==> config.mk <==
export PLATFORM = sky130hd
export DESIGN_NAME = io_led_switch_port_flat
export DESIGN_NICKNAME = d
export VERILOG_FILES = /design/src/rtl/io_led_switch_port_if.sv /design/src/rtl/io_led_switch_port.sv /design/src/flat_wrapper.sv
export SDC_FILE = /design/constraint.sdc
export NUM_CORES = 1
export LEC_CHECK = 0
export CAP_MARGIN = 30
export CORE_MARGIN = 2
export CORE_UTILIZATION = 24
export DETAILED_ROUTE_END_ITERATION = 6
export DONT_BUFFER_PORTS = 1
export GPL_ROUTABILITY_DRIVEN = 0
export SLEW_MARGIN = 20
export SYNTH_ARGS = -nofsm -noshare
export SYNTH_HDL_FRONTEND = slang
export SYNTH_SLANG_ARGS = --single-unit
==> constraint.sdc <==
create_clock -name iClock -period 12.4 [get_ports iClock]
set_clock_uncertainty 0.15 [all_clocks]
set_input_delay 2.48 -clock iClock [delete_from_list [all_inputs] [get_ports iClock]]
set_output_delay 2.48 -clock iClock [all_outputs]
set_load 0.05 [all_outputs]
==> src/rtl/io_led_switch_port_if.sv <==
// CPU-side MMIO bus bundle for the LED/switch port.
// The CPU bridge is the master and the peripheral is the slave.
interface io_led_switch_port_if;
   logic        iLedCtrl;
   logic        iSwitchCtrl;
   logic [31:0] iAddress;
   logic [31:0] iWriteData;
   logic [15:0] oReadData;

   modport master (
      output iLedCtrl,
      output iSwitchCtrl,
      output iAddress,
      output iWriteData,
      input  oReadData
   );

   modport slave (
      input  iLedCtrl,
      input  iSwitchCtrl,
      input  iAddress,
      input  iWriteData,
      output oReadData
   );
endinterface

==> src/rtl/io_led_switch_port.sv <==
// LED/switch MMIO responder: registered LED outputs and
// synchronised, bank-wide debounced switch read-back.
module io_led_switch_port #(
   parameter int          DEBOUNCE_CYCLES = 100000,
   parameter logic [31:0] LED_BASE        = 32'hFFFFFC60,
   parameter logic [31:0] SW_BASE         = 32'hFFFFFC70
) (
   input  logic                iClock,
   input  logic                iReset,
   io_led_switch_port_if.slave bus,
   input  logic [23:0]         iSwitchPins,
   output logic [23:0]         oLedPins,
   output logic                oSwitchEvent
);

   localparam int CW = $clog2(DEBOUNCE_CYCLES);
   localparam logic [CW-1:0] CMAX = CW'(DEBOUNCE_CYCLES - 1);

   logic [23:0]   r_led;
   logic [23:0]   r_sync1;
   logic [23:0]   r_sync2;
   logic [23:0]   r_stable;
   logic [CW-1:0] r_cnt;
   logic          r_event;

   logic          w_led_lo;
   logic          w_led_hi;
   logic          w_sw_lo;
   logic          w_sw_hi;
   logic [15:0]   w_rd;
   logic          w_unused_wd;

   assign w_led_lo = bus.iLedCtrl && (bus.iAddress == LED_BASE);
   assign w_led_hi = bus.iLedCtrl && (bus.iAddress == LED_BASE + 32'd2);
   assign w_sw_lo  = bus.iSwitchCtrl && (bus.iAddress == SW_BASE);
   assign w_sw_hi  = bus.iSwitchCtrl && (bus.iAddress == SW_BASE + 32'd2);

   assign w_unused_wd = ^bus.iWriteData[31:16];

   always_ff @(posedge iClock or posedge iReset) begin
      if (iReset) begin
         r_led <= '0;
      end else begin
         if (w_led_lo) r_led[15:0]  <= bus.iWriteData[15:0];
         if (w_led_hi) r_led[23:16] <= bus.iWriteData[7:0];
      end
   end

   always_ff @(posedge iClock or posedge iReset) begin
      if (iReset) begin
         r_sync1 <= '0;
         r_sync2 <= '0;
      end else begin
         r_sync1 <= iSwitchPins;
         r_sync2 <= r_sync1;
      end
   end

   // One counter for the whole bank: it only clears once every bit agrees again
   always_ff @(posedge iClock or posedge iReset) begin
      if (iReset) begin
         r_stable <= '0;
         r_cnt    <= '0;
         r_event  <= 1'b0;
      end else begin
         r_event <= 1'b0;
         if (r_sync2 == r_stable) begin
            r_cnt <= '0;
         end else if (r_cnt == CMAX) begin
            r_stable <= r_sync2;
            r_cnt    <= '0;
            r_event  <= 1'b1;
         end else begin
            r_cnt <= r_cnt + 1'b1;
         end
      end
   end

   always_comb begin
      w_rd = 16'h0000;
      unique case (1'b1)
         w_sw_lo: w_rd = r_stable[15:0];
         w_sw_hi: w_rd = {8'h00, r_stable[23:16]};
         default: w_rd = 16'h0000;
      endcase
   end

   assign bus.oReadData = w_rd;
   assign oLedPins      = r_led;
   assign oSwitchEvent  = r_event;

endmodule

==> src/flat_wrapper.sv <==
// flat-port wrapper written by rule: the top's interface ports become plain ports
module io_led_switch_port_flat 
#(
   parameter int          DEBOUNCE_CYCLES = 100000,
   parameter logic [31:0] LED_BASE        = 32'hFFFFFC60,
   parameter logic [31:0] SW_BASE         = 32'hFFFFFC70
)
  (iClock, iReset, iSwitchPins, oLedPins, oSwitchEvent, bus_iLedCtrl, bus_iSwitchCtrl, bus_iAddress, bus_iWriteData, bus_oReadData);
  io_led_switch_port_if bus_i ();
  input  logic iClock;
  input  logic iReset;
  input  logic [23:0] iSwitchPins;
  output logic [23:0] oLedPins;
  output logic oSwitchEvent;
  input wire logic [$bits(bus_i.iLedCtrl)-1:0] bus_iLedCtrl;
  input wire logic [$bits(bus_i.iSwitchCtrl)-1:0] bus_iSwitchCtrl;
  input wire logic [$bits(bus_i.iAddress)-1:0] bus_iAddress;
  input wire logic [$bits(bus_i.iWriteData)-1:0] bus_iWriteData;
  output wire logic [$bits(bus_i.oReadData)-1:0] bus_oReadData;
  assign bus_i.iLedCtrl = bus_iLedCtrl;
  assign bus_i.iSwitchCtrl = bus_iSwitchCtrl;
  assign bus_i.iAddress = bus_iAddress;
  assign bus_i.iWriteData = bus_iWriteData;
  assign bus_oReadData = bus_i.oReadData;
  io_led_switch_port #(.DEBOUNCE_CYCLES(DEBOUNCE_CYCLES), .LED_BASE(LED_BASE), .SW_BASE(SW_BASE)) u_core (.iClock(iClock), .iReset(iReset), .bus(bus_i), .iSwitchPins(iSwitchPins), .oLedPins(oLedPins), .oSwitchEvent(oSwitchEvent));
endmodule
# Word-level counts from Yosys, hierarchy flattened
# Index checks and enable logic that the tools add are counted.
dict set report word_totals {
  input_bits 92
  regBits 114
  out_inout_bits 41
}
dict set report op_classes {
  n_bitwise 1
  mux 5
  reduce_logical 5
  addsub 1
  eq_ne 6
}
# operator count
set op_table {}
lappend op_table {{$eq A32 B32 Y1 const B} 4}
lappend op_table {{$mux W17} 2}
lappend op_table {{$pmux W16 S2} 1}
lappend op_table {{$eq A24 B24 Y1} 1}
lappend op_table {{$add A17 B1 Y17 const B} 1}
lappend op_table {{$eq A17 B17 Y1 const B} 1}
lappend op_table {{$logic_and A1 B1 Y1} 4}
lappend op_table {{$mux W1} 2}
lappend op_table {{$reduce_and A2 Y1} 1}
lappend op_table {{$not A1 Y1} 1}

# Depth between registers and ports, before layout
dict set report logic_depth {
  word_depth 3
  mapped_depth 7
  ltp_nobuf 6
}

# Least setup slack after synthesis
# OpenSTA, ideal clock, no wires.
dict set report synth_timing {
  path_type {input to output}
  start {in bus_iAddress[7]}
  end {out bus_oReadData[11]}
  stages 6
  t_required_ns 9.770
  arrival_time_ns 5.314
  setup_slack_ns 4.456
  path_cell_list {or4b_1 or4_4 nor4_4 nand3_1 buf_2 nor3b_1}
}
dict set report synth_between {
  elab_chain_len 3
}
# element line_no
set synth_rtl {}
lappend synth_rtl {{from (decl)} flat_wrapper.sv:17} ;# input wire logic [$bits(bus_i.iAddress)-1:0] bus_iAddress;
lappend synth_rtl {{$eq A32 B32 Y1, on equally long branches} {io_led_switch_port.sv:36, io_led_switch_port.sv:35}}
lappend synth_rtl {{$logic_and A1 B1 Y1, on equally long branches} {io_led_switch_port.sv:36, io_led_switch_port.sv:35}}
lappend synth_rtl {{$pmux W16 S2 (*)} io_led_switch_port.sv:81} ;# unique case (1'b1)
lappend synth_rtl {{to (decl)} flat_wrapper.sv:19} ;# output wire logic [$bits(bus_i.oReadData)-1:0] bus_oReadData;
# Mark *: on every way between the ends. The rest lies on a longest branch, timed or not.

# Worst setup path after layout
dict set report layout_timing {
  start {in bus_iAddress[7]}
  end {out bus_oReadData[13]}
}
# The elaborated chain is that of the path after synthesis.

==> impl_metrics.yaml <==
grt:
  grt_max_degree: 78
  antenna_found_initial: 0
  grt_pass1_wl_um: 14800
  gr-usage-all-layers_pct: 9.77
  grt_pass1_vias: 2629
  grt-ovfl-total: 0
floorplanning:
  die_area_mm2: 0.0197
  start_util_pct: 24.7
  num_rows: 49
  fp.dieH_um: 140
  core_mm2: 0.0181
  die_w_um: 140
  ios: 133
synthesis:
  synthCells: 311
  yosys-top-cells-count: "114 x dfrtp_1, 37 x mux2_2, 31 x xor2_1"
  syn_area_per_cell_um2: 14.4
  synth_area_mm2: 0.00446
  async_reset_ff_share_pct: 100
  yosys.area.top_type_share_pct: 63.9
  ys_top_cells_by_area: "dfrtp_1 64%, mux2_2 9.3%, xor2_1 6.1%, mux2_4 3.4%, nor2_1 2.2%"
  syn_nets: 404
  synth-seq-area-share_pct: 63.9
  synth_cell_type_count: 36
  yosys_warnings: 0
  synth_edf_count: 0
  yosys.area.top_type: "dfrtp_1"
  synth_seq_cells: 114
  synth.most_common_cell: "dfrtp_1"
  yosys_most_used_dff: "dfrtp_1"
power:
  total_power_w: 0.000876
  clkPwrFrac_pct: 54.7
  peakVddDrop_v: 0.0000871
  combinationalPowerShare_pct: 1.5
  p_int_w: 0.000670
  p_leak_nw: 2.49
  swShare_pct: 23.5
  seq_power_share_pct: 43.9
  power.switching_w: 0.000206
  power.density_mw_per_mm2: 163
routing:
  first_pass_iters: 4
  vias: 2486
  routedWlPerCell_um: 16.2
  drt_iter0_drc: 81
  wirelength_um: 9190
  drc_errors: 0
  vias_per_cell: 4.38
  ant_nets: 0
cells_and_area:
  num-fill-cells: 1803
  n_antenna_cell: 0
  drive_gt1_share_pct: 28.9
  fin_nets: 419
  area_growth_pct: 20.2
place:
  dp_hpwl_um: 6520
  port-buffer-count: 0
cts:
  cts.sinks: 114
  postCtsHoldBufs: 0
  cts-root-buf: "clkbuf_16"
  htree_levels: 4
  cts_resized: 0
  max-clock-path-buffers: 2
  clk_pin_slew_ns: 0.06
  insertion_delay_ns: 0.40
  postCtsSetupBuffers: 0
  cts_tree: "built"
  numCtsBuffers: 17
timing:
  worst-slew-pin-transition_ns: 0.956
  max_freq_ghz: 0.128
  setup-tns-final_ns: 0
  final_hold_viol_count: 0
  rsz0062_at_grt: "false"
  setup_viol: 0
  period_minus_slack_ns: 7.79
  fin_crit_sh_pct: 62.8
  slew_viol_final: 0
  max_slew_margin_pct: 36.0
hold_path:
  hold_class: "register to register"
  holdPathStages: 0
  worstHoldStart: "u_core.r_sync1[6]"
  hold_end: "u_core.r_sync2[6]"
critical_path:
  r2r_setup_slack_ns: 9.45
  path_class: "input pin to output port"
  cp.arrival_ns: 5.16
  r2r_cells: 4
  start_kind: "input pin"
  worstPathRequired_ns: 9.77
  end_kind: "output port"
  timing.rr.start: "u_core.r_cnt[13]"
  cp_max_fo: 13
  reg2reg_to: "u_core.r_stable[20]"
job:
  cap_viol_max_count: 0
run_status:
  status: "complete, no violations"
layout make-up:
class                      count  area [um^2]  share of cell area (%)
clock buffer                  17          425                    7.93
clock inverter                15          160                    2.98
inverter                       2         10.0                   0.187
multi-input combinational    186         1570                    29.3
sequential                   114         2850                    53.2
tap                          229          287                    5.34
timing repair buffer           5         57.6                    1.07
through the flow:
stage | setup WS [ns] | instances | hold WS [ns] | utilization, % | instance area [um^2]
global route | 4.51 | 568 | 0.203 | 29.7 | 5370
global placement | 4.05 | 533 | 0.184 | 26.2 | 4740
floorplan | 4.46 | 311 | 0.181 | - | 4460
CTS | 4.54 | 567 | 0.196 | 29.6 | 5350
detailed placement | 4.54 | 535 | 0.185 | 26.3 | 4760
finish | 4.61 | 568 | 0.194 | 29.7 | 5370
layout by cell type, fill, tap and decap left out, types with 8 or more instances in the layout:
master	instances
xor2_1	31
clkbuf_16	17
mux2_4	10
nand3_1	10
inv_6	8
dfrtp_1	114
nor3b_2	8
mux2_2	37
nor2_1	26
mux2i_1	8
kinds of logic after synthesis:
kind of cell | count (synthesis) | synth area share (%)
fa+ha+maj | 1 | 0.280
flops | 114 | 63.9
xor+xnor | 37 | 7.26
mux | 56 | 14.7
buf+inv | 11 | 1.74
simple gates | 86 | 11.3
compound gates | 6 | 0.785
power groups by stage:
stage                     Clock (W)  Combinational (W)  Sequential, W
after floorplan                   0          0.0000105       0.000390
after global placement            0          0.0000127       0.000390
after detailed placement          0          0.0000130       0.000391
after CTS                  0.000494          0.0000131       0.000384
after global routing       0.000512          0.0000152       0.000385
final                      0.000479          0.0000130       0.000384
worst max-delay path by stage:
stage / end / start / slack, ns
after floorplan: bus_oReadData[11] / bus_iAddress[7] / 4.46
after global placement: bus_oReadData[4] / bus_iAddress[7] / 4.05
after detailed placement: bus_oReadData[13] / bus_iAddress[7] / 4.54
after CTS: bus_oReadData[13] / bus_iAddress[7] / 4.54
after global routing: bus_oReadData[13] / bus_iAddress[7] / 4.51
final: bus_oReadData[13] / bus_iAddress[7] / 4.61
registers in the layout, summed over array words and instances, names as in the netlist:
signal	count
u_core.oLedPins	24
u_core.oSwitchEvent	1
u_core.r_cnt	17
u_core.r_stable	24
u_core.r_sync1	24
u_core.r_sync2	24
metal layers:
metal  track usage, %  part of all wire [%]  up-vias  wire length, um
met1             12.4                    43     1297             3990
met2             14.9                    50       64             4600
met3             3.28                   5.0        9              458
li1                 -                     -     1116                -
met4             5.00                   1.6        0              145
met5                0                     0        -                0
critical path: stages:
cell and delay (ns):
or4b_1 0.51, or4_4 0.54, nor4_4 0.21, nand3_1 0.32, buf_6 0.28, nor3b_2 0.80
Note: power is estimated with default switching activity, not from simulation.
